## config.mk

```make
export PLATFORM = sky130hd
export DESIGN_NAME = mem_arb_flat
export DESIGN_NICKNAME = d
export VERILOG_FILES = /design/src/rtl/mem_arb_if.sv /design/src/rtl/mem_arb.sv /design/src/flat_wrapper.sv
export SDC_FILE = /design/constraint.sdc
export NUM_CORES = 1
export LEC_CHECK = 0
export CAP_MARGIN = 25
export CORE_MARGIN = 1
export CORE_UTILIZATION = 37
export DETAILED_ROUTE_END_ITERATION = 10
export PLACE_DENSITY = 0.78
export SETUP_SLACK_MARGIN = 0.15
export SLEW_MARGIN = 20
export SYNTH_ARGS = -nofsm -noshare
export SYNTH_HDL_FRONTEND = slang
export SYNTH_SLANG_ARGS = --single-unit
```

## constraint.sdc

```tcl
create_clock -name clk -period 4.18 [get_ports clk]
set_input_delay 0.418 -clock clk [delete_from_list [all_inputs] [get_ports clk]]
set_output_delay 0.418 -clock clk [all_outputs]
set_load 0.02 [all_outputs]
```

## src/rtl/mem_arb_if.sv

```systemverilog
// Bus bundle between the two requesters, the mem_arb sequencer and the shared memory pins.
interface mem_arb_if;
    logic        m0_req;
    logic        m0_we;
    logic [31:0] m0_addr;
    logic [31:0] m0_wdata;
    logic        m0_gnt;
    logic        m0_ack;
    logic [31:0] m0_rdata;

    logic        m1_req;
    logic        m1_we;
    logic [31:0] m1_addr;
    logic [31:0] m1_wdata;
    logic        m1_gnt;
    logic        m1_ack;
    logic [31:0] m1_rdata;

    logic [31:0] Addr;
    logic [31:0] W_data;
    logic        MemRd;
    logic        MemWr;
    logic [31:0] R_data;
    logic        busy;
    logic        owner;

    // Arbiter side
    modport slave (
        input  m0_req, m0_we, m0_addr, m0_wdata,
        input  m1_req, m1_we, m1_addr, m1_wdata,
        input  R_data,
        output m0_gnt, m0_ack, m0_rdata,
        output m1_gnt, m1_ack, m1_rdata,
        output Addr, W_data, MemRd, MemWr, busy, owner
    );

    // Requester / memory side
    modport master (
        output m0_req, m0_we, m0_addr, m0_wdata,
        output m1_req, m1_we, m1_addr, m1_wdata,
        output R_data,
        input  m0_gnt, m0_ack, m0_rdata,
        input  m1_gnt, m1_ack, m1_rdata,
        input  Addr, W_data, MemRd, MemWr, busy, owner
    );
endinterface

```

## src/rtl/mem_arb.sv

```systemverilog
// Two-port arbiter/sequencer for one shared memory; strobes held MEM_LAT cycles, one-cycle ack.
// Define MEM_ARB_RR_EN for round-robin arbitration; default is fixed priority to port 0.
module mem_arb #(
    parameter int unsigned MEM_LAT = 1
) (
    input  logic      clk,
    input  logic      rst,
    mem_arb_if.slave  bus
);

    if (MEM_LAT < 1 || MEM_LAT > 15) begin : g_lat_check
        $error("mem_arb: MEM_LAT must be in 1..15");
    end

    localparam logic [3:0] CntLoad = 4'(MEM_LAT - 1);

    typedef enum logic [1:0] {StIdle, StAccess, StDone} state_e;

    state_e      state_q;
    logic [31:0] addr_q, wdata_q, rdata0_q, rdata1_q;
    logic [3:0]  cnt_q;
    logic        we_q, owner_q, busy_q, rd_q, wr_q;
    logic        gnt0_q, gnt1_q, ack0_q, ack1_q;
    logic        win_d;

    always_comb begin
`ifdef MEM_ARB_RR_EN
        // On contention the port that did not win last time goes next
        if (bus.m0_req && bus.m1_req) win_d = ~owner_q;
        else                          win_d = bus.m1_req;
`else
        win_d = ~bus.m0_req;
`endif
    end

    always_ff @(posedge clk or posedge rst) begin
        if (rst) begin
            state_q  <= StIdle;
            addr_q   <= '0;
            wdata_q  <= '0;
            rdata0_q <= '0;
            rdata1_q <= '0;
            cnt_q    <= '0;
            we_q     <= 1'b0;
            owner_q  <= 1'b1;
            busy_q   <= 1'b0;
            rd_q     <= 1'b0;
            wr_q     <= 1'b0;
            gnt0_q   <= 1'b0;
            gnt1_q   <= 1'b0;
            ack0_q   <= 1'b0;
            ack1_q   <= 1'b0;
        end else begin
            gnt0_q <= 1'b0;
            gnt1_q <= 1'b0;
            ack0_q <= 1'b0;
            ack1_q <= 1'b0;
            case (state_q)
                StIdle: begin
                    if (bus.m0_req || bus.m1_req) begin
                        state_q <= StAccess;
                        owner_q <= win_d;
                        cnt_q   <= CntLoad;
                        busy_q  <= 1'b1;
                        addr_q  <= win_d ? bus.m1_addr  : bus.m0_addr;
                        wdata_q <= win_d ? bus.m1_wdata : bus.m0_wdata;
                        we_q    <= win_d ? bus.m1_we    : bus.m0_we;
                        rd_q    <= win_d ? ~bus.m1_we   : ~bus.m0_we;
                        wr_q    <= win_d ? bus.m1_we    : bus.m0_we;
                        gnt0_q  <= ~win_d;
                        gnt1_q  <= win_d;
                    end
                end
                StAccess: begin
                    if (cnt_q == 4'd0) begin
                        state_q <= StDone;
                        rd_q    <= 1'b0;
                        wr_q    <= 1'b0;
                        ack0_q  <= ~owner_q;
                        ack1_q  <= owner_q;
                        if (!we_q) begin
                            if (owner_q) rdata1_q <= bus.R_data;
                            else         rdata0_q <= bus.R_data;
                        end
                    end else begin
                        cnt_q <= cnt_q - 4'd1;
                    end
                end
                StDone: begin
                    state_q <= StIdle;
                    busy_q  <= 1'b0;
                end
                default: begin
                    state_q <= StIdle;
                    busy_q  <= 1'b0;
                end
            endcase
        end
    end

    assign bus.Addr     = addr_q;
    assign bus.W_data   = wdata_q;
    assign bus.MemRd    = rd_q;
    assign bus.MemWr    = wr_q;
    assign bus.busy     = busy_q;
    assign bus.owner    = owner_q;
    assign bus.m0_gnt   = gnt0_q;
    assign bus.m1_gnt   = gnt1_q;
    assign bus.m0_ack   = ack0_q;
    assign bus.m1_ack   = ack1_q;
    assign bus.m0_rdata = rdata0_q;
    assign bus.m1_rdata = rdata1_q;

endmodule
```

## src/flat_wrapper.sv

```systemverilog
// flat-port wrapper written by rule: the top's interface ports become plain ports
module mem_arb_flat 
#(
    parameter int unsigned MEM_LAT = 1
)
  (clk, rst, bus_m0_req, bus_m0_we, bus_m0_addr, bus_m0_wdata, bus_m1_req, bus_m1_we, bus_m1_addr, bus_m1_wdata, bus_R_data, bus_m0_gnt, bus_m0_ack, bus_m0_rdata, bus_m1_gnt, bus_m1_ack, bus_m1_rdata, bus_Addr, bus_W_data, bus_MemRd, bus_MemWr, bus_busy, bus_owner);
  mem_arb_if bus_i ();
  input  logic clk;
  input  logic rst;
  input wire logic [$bits(bus_i.m0_req)-1:0] bus_m0_req;
  input wire logic [$bits(bus_i.m0_we)-1:0] bus_m0_we;
  input wire logic [$bits(bus_i.m0_addr)-1:0] bus_m0_addr;
  input wire logic [$bits(bus_i.m0_wdata)-1:0] bus_m0_wdata;
  input wire logic [$bits(bus_i.m1_req)-1:0] bus_m1_req;
  input wire logic [$bits(bus_i.m1_we)-1:0] bus_m1_we;
  input wire logic [$bits(bus_i.m1_addr)-1:0] bus_m1_addr;
  input wire logic [$bits(bus_i.m1_wdata)-1:0] bus_m1_wdata;
  input wire logic [$bits(bus_i.R_data)-1:0] bus_R_data;
  output wire logic [$bits(bus_i.m0_gnt)-1:0] bus_m0_gnt;
  output wire logic [$bits(bus_i.m0_ack)-1:0] bus_m0_ack;
  output wire logic [$bits(bus_i.m0_rdata)-1:0] bus_m0_rdata;
  output wire logic [$bits(bus_i.m1_gnt)-1:0] bus_m1_gnt;
  output wire logic [$bits(bus_i.m1_ack)-1:0] bus_m1_ack;
  output wire logic [$bits(bus_i.m1_rdata)-1:0] bus_m1_rdata;
  output wire logic [$bits(bus_i.Addr)-1:0] bus_Addr;
  output wire logic [$bits(bus_i.W_data)-1:0] bus_W_data;
  output wire logic [$bits(bus_i.MemRd)-1:0] bus_MemRd;
  output wire logic [$bits(bus_i.MemWr)-1:0] bus_MemWr;
  output wire logic [$bits(bus_i.busy)-1:0] bus_busy;
  output wire logic [$bits(bus_i.owner)-1:0] bus_owner;
  assign bus_i.m0_req = bus_m0_req;
  assign bus_i.m0_we = bus_m0_we;
  assign bus_i.m0_addr = bus_m0_addr;
  assign bus_i.m0_wdata = bus_m0_wdata;
  assign bus_i.m1_req = bus_m1_req;
  assign bus_i.m1_we = bus_m1_we;
  assign bus_i.m1_addr = bus_m1_addr;
  assign bus_i.m1_wdata = bus_m1_wdata;
  assign bus_i.R_data = bus_R_data;
  assign bus_m0_gnt = bus_i.m0_gnt;
  assign bus_m0_ack = bus_i.m0_ack;
  assign bus_m0_rdata = bus_i.m0_rdata;
  assign bus_m1_gnt = bus_i.m1_gnt;
  assign bus_m1_ack = bus_i.m1_ack;
  assign bus_m1_rdata = bus_i.m1_rdata;
  assign bus_Addr = bus_i.Addr;
  assign bus_W_data = bus_i.W_data;
  assign bus_MemRd = bus_i.MemRd;
  assign bus_MemWr = bus_i.MemWr;
  assign bus_busy = bus_i.busy;
  assign bus_owner = bus_i.owner;
  mem_arb #(.MEM_LAT(MEM_LAT)) u_core (.clk(clk), .rst(rst), .bus(bus_i));
endmodule
```

Yosys cells after proc, flatten, opt, wreduce, memory -nomap -nowiden

Cells that the tools add are included.

Memories: 0
Word-level logic and storage cells: 62
Bits in writable memories: 0
Output and inout port bits: 136
Latch bits: 0
Register bits after elaboration: 143
Input bits: 166
Bits in read-only memories: 0

Reduce and logical (&&, ||, !) cells: 11
Equal/unequal tests: 4
$mul: 0
Bitwise operators: 6
Shift-type cells: 0
Divide/modulo/power cells: 0
Magnitude comparators: 0
Mux-type cells: 25
Add/subtract/negate cells: 1

Operators with widths:

| kind                | number |
|---|---|
| $mux 32             | 2 |
| $mux 1              | 14 |
| $mux 4              | 2 |
| $pmux 4 s2          | 1 |
| $reduce_and 4->1    | 2 |
| $not 1->1           | 6 |
| $pmux 1 s2          | 3 |
| $reduce_and 2->1    | 3 |
| $reduce_and 3->1    | 2 |
| $logic_not 4->1     | 1 |
| $mux 2              | 2 |
| $ne 2x1->1 const B  | 2 |
| $pmux 2 s2          | 1 |
| $sub 4x1->4 const B | 1 |
| $eq 2x1->1 const B  | 1 |
| $logic_not 2->1     | 1 |
| $ne 2x2->1 const B  | 1 |
| $reduce_bool 2->1   | 1 |
| $logic_or 1x1->1    | 1 |

Longest topological paths before layout

Gate-level depths: netlist (run 1).

Word-level depth: 4
Mapped depth: 7

Worst setup path after synthesis (run 1)

No wires, ideal clock.

Path kind: register to register
Start: register u_core.cnt_q[0]
End: register u_core.rdata0_q[0] (netlist: u_core.bus.m0_rdata[0])
Data arrival time: 2.075 ns
Setup slack: 1.980 ns
Stages on the path, launching flop included: 8
Buffers on the path: 2
Cell sequence: dfrtp_1 > inv_1 > ha_1 > or3b_4 > or4_4 > buf_6 > buf_12 > mux2_4

Cells in the longest elaborated chain, start to end: 2

RTL lines:

| item                              | line          | source |
|---|---|---|
| start: declaration                | mem_arb.sv:21 | `logic [3:0] cnt_q;` |
| start signal: assignment          | mem_arb.sv:63 | `cnt_q <= CntLoad;` |
| start signal: assignment          | mem_arb.sv:86 | `cnt_q <= cnt_q - 4'd1;` |
| $logic_not 4->1                   | mem_arb.sv:75 | `if (cnt_q == 4'd0) begin` |
| $reduce_and 4->1 (no source line) | -             |  |
| end signal: assignment            | mem_arb.sv:83 | `else rdata0_q <= bus.R_data;` |
| end: declaration                  | mem_arb.sv:20 | `logic [31:0] addr_q, wdata_q, rdata0_q, rdata1_q;` |

Every way passes these cells.
A chain may end at the register's enable or synchronous reset.

Worst setup path in the final report (run 1)

Start: register u_core.cnt_q[0]
End: register u_core.rdata0_q[26] (netlist: u_core.bus.m0_rdata[26])

The elaborated chain is that of the path after synthesis.

==> results of run 1 <==
## per-layer routing
metal | share of wire (%) | vias to the layer above | wire length [µm]
met4 | 1.3 | 0 | 218
met2 | 52 | 214 | 8950
met5 | 0 | - | 0
met3 | 6.9 | 15 | 1200
li1 | - | 2321 | -
met1 | 40 | 2474 | 6990
## through the flow
step | power, mW | utilization (%) | std cells
6_report | 7.84 | 62.0 | 1002
5_1_grt | 8.25 | 62.0 | 1002
4_1_cts | 7.91 | 62.0 | 1002
3_5_place_dp | 6.25 | 58.1 | 971
3_3_place_gp | 6.09 | 58.0 | 970
2_1_floorplan | 4.39 | - | 485
## placed cells by master (no fill, tap or decap), types with 4 or more instances in the layout
cell,Yosys,layout
inv_1,6,5
nor2_1,6,5
mux2_4,30,30
o21ai_0,135,134
dfrtp_1,142,142
buf_4,0,5
clkdlybuf4s50_1,0,300
mux2i_1,66,66
clkbuf_16,0,17
bufinv_16,0,4
mux2_2,34,34
## path summary, 6_finish.rpt
path	startpoint	endpoint	cells past startpoint
hold / removal	u_core.bus.m1_rdata[14]$_DFFE_PP0P_	u_core.bus.m1_rdata[14]$_DFFE_PP0P_	1
setup / recovery	u_core.cnt_q[0]$_DFFE_PP0P_	u_core.bus.m0_rdata[26]$_DFFE_PP0P_	5
max in group asynchronous	rst	u_core.bus.Addr[9]$_DFFE_PP0P_	3
min in group asynchronous	rst	u_core.bus.Addr[3]$_DFFE_PP0P_	3
setup reg to reg	u_core.cnt_q[0]$_DFFE_PP0P_	u_core.bus.m0_rdata[26]$_DFFE_PP0P_	5
hold reg to reg	u_core.bus.m1_rdata[14]$_DFFE_PP0P_	u_core.bus.m1_rdata[14]$_DFFE_PP0P_	1
## cell families (layout without fill, tap and decap cells)
family	Yosys count	after routing	synth area share, %
AO/OA/AOI/OAI	143	143	11.8
adder cells (fa/ha/maj)	2	2	0.404
buffers and inverters	43	344	3.58
flip-flops	143	143	57.8
multiplexers	130	130	24.1
AND/OR/NAND/NOR	24	24	2.26
## sequential cells by signal (all words and copies together) (netlist names)
register	count
u_core.bus.m1_ack	1
u_core.bus.owner	1
u_core.bus.m1_rdata	32
u_core.bus.busy	1
u_core.bus.m0_gnt	1
u_core.state_q	2
u_core.bus.Addr	32
u_core.cnt_q	4
u_core.bus.m0_rdata	32
u_core.bus.MemWr	1
u_core.we_q	1
u_core.bus.m1_gnt	1
u_core.bus.W_data	32
u_core.bus.MemRd	1
u_core.bus.m0_ack	1
## cell usage after synthesis
| master | instances |
|---|---|
| and2_1 | 1 |
| nand3_1 | 2 |
| a21oi_1 | 2 |
| o31ai_1 | 1 |
| buf_6 | 1 |
| buf_2 | 3 |
| or4_1 | 1 |
| o2bb2ai_1 | 1 |
| dfrtp_1 | 142 |
| clkbuf_1 | 30 |
| nand2b_1 | 1 |
| dfstp_2 | 1 |
| mux2_2 | 34 |
| o211ai_1 | 1 |
| ha_1 | 2 |
| nand4_1 | 1 |
| or2_2 | 1 |
| o22ai_1 | 2 |
| nand2_1 | 1 |
| nor3_1 | 3 |
| o21ai_0 | 135 |
| nor2b_1 | 2 |
| mux2i_1 | 66 |
| buf_12 | 3 |
| or4_4 | 1 |
| or3b_4 | 1 |
| and3_1 | 1 |
| inv_1 | 6 |
| nor2_1 | 6 |
| mux2_4 | 30 |
| o221ai_1 | 1 |
| nor3b_1 | 2 |
## cell type report
class / count / area (µm²)
tap: 216 / 270
sequential: 143 / 3580
fill: 1249 / 6120
clock inverter: 14 / 205
multi-input combinational: 299 / 2410
inverter: 6 / 26.3
timing repair buffer: 307 / 3080
clock buffer: 17 / 425
## where the power goes
group	switching [mW]	internal (mW)	total [mW]	leakage (nW)
combinational	1.88	1.88	3.76	2.28
sequential	0.384	2.08	2.46	1.72
clock	0.606	1.01	1.62	0.312
## worst register-to-register path: stages (launching register included)
cell and delay, ns:
dfrtp_1 0.39, inv_1 0.13, ha_1 0.22, or3b_4 0.42
or4_4 0.79, mux2_4 0.41
==> impl_results.md, run 1 <==
- Status: finished clean
- GR Util met3: 5.79%
- R2R setup slack: 1.70 ns
- Clock-pin slew on the worst setup and hold paths: 0.06 ns
- Max cap viols: 0
- Crit-path max FO: 32
- Critical Setup Path Class: reg -> reg
- Die area: around 0.017 mm²
- Seq/Total Area, Yosys: 57.8%
- Final Cycle Share: between 50% and 60%
- Synth top area cells: dfrtp_1 57%, o21ai_0 11%, mux2i_1 11%, mux2_4 7.3%, mux2_2 6.2%
- M1 GR Usage: 23.6%
- Final setup viols: 0
- Clk_lat worst skew: 0.41 ns
- Netlist cell types: 32
- Mapped cell area: 0.00619 mm²
- Routed Antenna Nets: 0
- Average size of a mapped cell: 12.8 µm²
- Total CTS buffers: 17
- DRC viols: 0
- Minimum clock period: about 2.5 ns
- Share of cells above drive strength 1: 13.9%
- Port Buffer Count: approximately 300
- Lkg Pwr: 4.32 nW
- Total Neg Setup Slack: 0 ns
- CP Cell Sequence: inv_1 -> ha_1 -> or3b_4 -> or4_4 -> mux2_4
- Relative slew slack: just over 50%
- Hold Path Class: reg -> reg
- Final WL: 17,400 µm
- DRT Pass-1 Iters: 4
- Initial DRC Count: between 100 and 150
- Setup Skew: 0.00854 ns
- Top Ports: 302
- Final Hold Violating Endpoints: 0
- GR peak layer: met2
- CP max stage delay: 0.79 ns
- GRT overflow: 0
- Clk sinks: ~140
- Synth Instances: 485
- Number of vias in the routed layout: 5,024
- Crit path arrival time: 2.76 ns
- Synth area leader: dfrtp_1
- First-pass GRT wire length: 28,000 µm
- Slowest CP cell: or4_4
- PwrDens: 784 mW/mm²
- Die Height: 131 µm
- Drt wl/cell: 17.3 µm
- Syn nets: 653
- CP startpoint kind: flop
- Post-CTS setup buffers: 0
- TritonCTS clock tree: done
- Synth warnings: 0
- Top delay family on crit path: simple AND/OR/NAND/NOR gates
- Effective utilization at floorplan: 38.4%
- PnR worst setup slack: 1.70 ns
- Deepest clock path buffer count: 2
- Buf/Inv on CP: 1
- Placed Instance Area: 0.00937 mm²
- Vias in the first global route: around 5,200
- Max Clock Freq: 404 MHz
- Initial antenna violation count: 0
- Post-DP HPWL: 12,500 µm
- Die extent in x: 131 µm
- Design area: 0.0100 mm²
- Worst-case hold slack: between 0.5 and 0.6 ns
- Setup WS pre-CTS: roughly 1.7 ns
- Critical Path End Type: flop
- # resized after CTS: 0
- Max-slew violation count: 0
- N_diodes: 0
- Yosys reg bits: 143
- Final net count: 942
- Met2 Usage GRT: 36.8%
- Worst endpoint required time: between 4 and 5 ns
- Std-Cell Core Area: 0.0161 mm²
- Share of the synthesized area in the top cell type: 57.4%
- Worst vdd ir: between 0.0003 and 0.0004 V
- Clock root buffer master: clkbuf_16
- Unrepaired setup endpoints after global routing: no
- Slew @ Worst Pin: 0.732 ns
- Total track usage: 20.5%
- Vias per cell: 5.01
- Routability-driven placement congestion ratio: 0.846
- CTS hold repair buffers: 0
- H-Tree Depth: 4
- Area Growth Syn to Fin: 61.5%
- Largest net degree at the start of global routing: 144
- Cell Rows: 46
Power figures use the tool's default switching activity.
==> run 2, diff against run 1 <==
Clock period 4.18 ns to 2 ns, I/O delays scaled along.
==> run 2 against run 1 <==
Against the previous run: the run now ends with setup timing left; largest cell class unchanged; clock power grew 100%; clock skew grew 0.0038 ns; critical path type unchanged; global-route usage grew 1.3 points; final area grew 4.7%; sequential share of layout area shrank 1.6 points; register-to-register slack lost 1.9 ns; hold slack lost 0.39 ns; flip-flop and latch count is the same; critical endpoint is now u_core.bus.m0_rdata[27]$_DFFE_PP0P_; count of clock-buffer cells in the layout grew 1.
==> impl_results.md, run 2 (synthesized netlist as in run 1, its figures left out) <==
- Std-Cell Core Area: 0.0161 mm² (unchanged)
- Routed Antenna Nets: 0 (unchanged)
- Relative slew slack: 64.2% (+13 points)
- Share of cells above drive strength 1: 17.4% (+3.6 points)
- PnR worst setup slack: -0.162 ns (-1.87 ns)
- Crit-path max FO: 8 (-75%)
- Hold Crit Start: bus_m0_req
- Worst endpoint required time: 2.30 ns (-2.16 ns)
- Die Height: 131 µm (unchanged)
- Minimum clock period: 2.16 ns (-0.313 ns)
- Final Hold Violating Endpoints: 0 (unchanged)
- Lkg Pwr: 4.62 nW (+7.0%)
- CP max stage delay: 0.46 ns (-0.33 ns)
- Worst reg2reg startpoint: u_core.cnt_q[0]$_DFFE_PP0P_
- DRT Pass-1 Iters: 4 (unchanged)
- N_diodes: 0 (unchanged)
- Top Ports: 302 (unchanged)
- R2R cell count: 6 (+1)
- First-pass GRT wire length: 29,600 µm (+5.8%)
- Critical Path End Type: flop
- Clk_lat worst skew: 0.42 ns (about the same)
- Final net count: 970 (+3.0%)
- Effective utilization at floorplan: 38.4% (unchanged)
- Port Buffer Count: 301 (unchanged)
- Commonest non-fill, non-tap cell in the layout: clkdlybuf4s50_1
- Total CTS buffers: 17 (unchanged)
- Drt wl/cell: 18.7 µm (+8.0%)
- Final WL: 19,300 µm (+11%)
- Status: complete, but fails checks
- CP startpoint kind: flop
- TritonCTS clock tree: done
- Post-DP HPWL: 12,700 µm (+2.0%)
- Power consumption: 17.0 mW (+120%)
- Filler cells: 1,181 (-5.4%)
- WHS Endpoint: u_core.bus.m1_gnt$_DFF_PP0_
- Vias in the first global route: 5,467 (+4.3%)
- Hold Path Class: in -> reg
- Die area: 0.0173 mm² (unchanged)
- CP Cell Sequence: inv_2 -> ha_4 -> or3b_4 -> or4_4 -> bufbuf_16 -> mux2_4
- DRC viols: 0 (unchanged)
- Hold path cells: 2 (+1)
- Post-Route Utilization: 65.0% (+2.9 points)
- Largest net degree at the start of global routing: 67 (-53%)
- Final setup viols: 32 (+32)
- Slowest CP cell: or4_4
- Final Cycle Share: 108% (+49 points)
- GRT overflow: 0 (unchanged)
- Crit path arrival time: 2.46 ns (-0.30 ns)
- Routability-driven placement congestion ratio: 0.839 (-0.89%)
- Slew @ Worst Pin: 0.537 ns (-0.195 ns)
- Commonest cells after routing, fill and taps aside: 299 x clkdlybuf4s50_1, 142 x dfrtp_1, 134 x o21ai_0
- Clk sinks: 143 (unchanged)
- Number of vias in the routed layout: 5,225 (+4.0%)
- Deepest clock path buffer count: 2 (unchanged)
- Worst Setup SP: u_core.cnt_q[0]$_DFFE_PP0P_
- Vias per cell: 5.07 (+1.1%)
- Setup Skew: 0.0123 ns (+0.00377 ns)
- Max-slew violation count: 0 (unchanged)
- Failing checks: setup timing
- H-Tree Depth: 4 (unchanged)
- Max Clock Freq: 463 MHz (+14%)
- Die extent in x: 131 µm (unchanged)
- Total track usage: 21.8% (+1.3 points)
- R2R setup slack: -0.16 ns (-1.87 ns)
- Area Growth Syn to Fin: 69.1%
- Max cap viols: 0 (unchanged)
- Initial antenna violation count: 0 (unchanged)
- Setup WS pre-CTS: -0.162 ns (-1.89 ns)
- Clock root buffer master: clkbuf_16
- Worst vdd ir: 0.000854 V (+120%)
- CTS hold repair buffers: 0 (unchanged)
- Critical Setup Path Class: reg -> reg
- Cell Rows: 46 (unchanged)
- R2r endpoint: u_core.bus.m0_rdata[27]$_DFFE_PP0P_
- PwrDens: 1630 mW/mm² (+110%)
- Clock-pin slew on the worst setup and hold paths: 0.07 ns (about the same)
- Initial DRC Count: 188 (+27%)
- Worst-case hold slack: 0.114 ns (-0.391 ns)
- Unrepaired setup endpoints after global routing: yes
[run 2: cell types whose count changed in the layout (fill, tap and decap cells not counted), sizes merged, moves of 2 or more]
cell / change
clkinvlp: +2
bufinv: -2
inv: +2
buf: +25
clkbuf: +3
clkinv: -2
[run 2: worst max path at each step]
stage | endpoint
after floorplan | u_core.bus.m0_rdata[0]$_DFFE_PP0P_
after global placement | u_core.bus.m0_rdata[3]$_DFFE_PP0P_
after detailed placement | u_core.bus.m0_rdata[24]$_DFFE_PP0P_
after CTS | u_core.bus.m0_rdata[27]$_DFFE_PP0P_
after global routing | u_core.bus.m0_rdata[27]$_DFFE_PP0P_
final | u_core.bus.m0_rdata[27]$_DFFE_PP0P_
[run 2: routing by layer]
metal	vias up	global-route usage, %	wire [µm]
li1	2381	-	-
met1	2599	25.1	7740
met2	226	39.9	10200
met3	19	5.44	1110
met4	0	6.07	238
met5	-	0	0
[run 2: worst max-delay path: cells and delay by family (launching register included)]
| family | cells | cell delay [ns] |
|---|---|---|
| buf+inv | 2 | 0.39 |
| mux | 1 | 0.31 |
| flops | 1 | 0.38 |
| simple gates | 2 | 0.83 |
| fa+ha+maj | 1 | 0.13 |
[run 2: area by class of cell]
type | instances | area, µm² | share of cell area (%)
Clock buffer | 18 | 439 | 4.19
Clock inverter | 14 | 168 | 1.60
Inverter | 6 | 26.3 | 0.251
Multi-Input combinational cell | 299 | 2490 | 23.8
Sequential cell | 143 | 3580 | 34.2
Tap cell | 216 | 270 | 2.58
Timing Repair Buffer | 335 | 3490 | 33.4
[run 2: where the power goes]
part / switching (mW) / internal, mW / total (mW) / leakage [nW]
combinational: 4.13 / 4.44 / 8.57 / 2.60
sequential: 0.858 / 4.34 / 5.20 / 1.72
clock: 1.35 / 1.91 / 3.26 / 0.292
[run 2: timing repair]
| action | in CTS | in global routing |
|---|---|---|
| pin swaps | 1 | 1 |
| buffers inserted | 5 | 3 |
| resized for setup | 8 | 20 |
| endpoints found under the setup margin | 33 | 64 |
| gates cloned | 3 | 3 |
[run 2: per-stage QoR]
stage                     cell area (µm²)  setup TNS (ns)  std cells
after floorplan                      6200           -5.35        485
after global placement               9550           -3.70        985
after detailed placement             9550           -4.72        985
after CTS                           10300           -4.60       1025
after global routing                10500           -5.74       1031
final                               10500           -4.56       1031
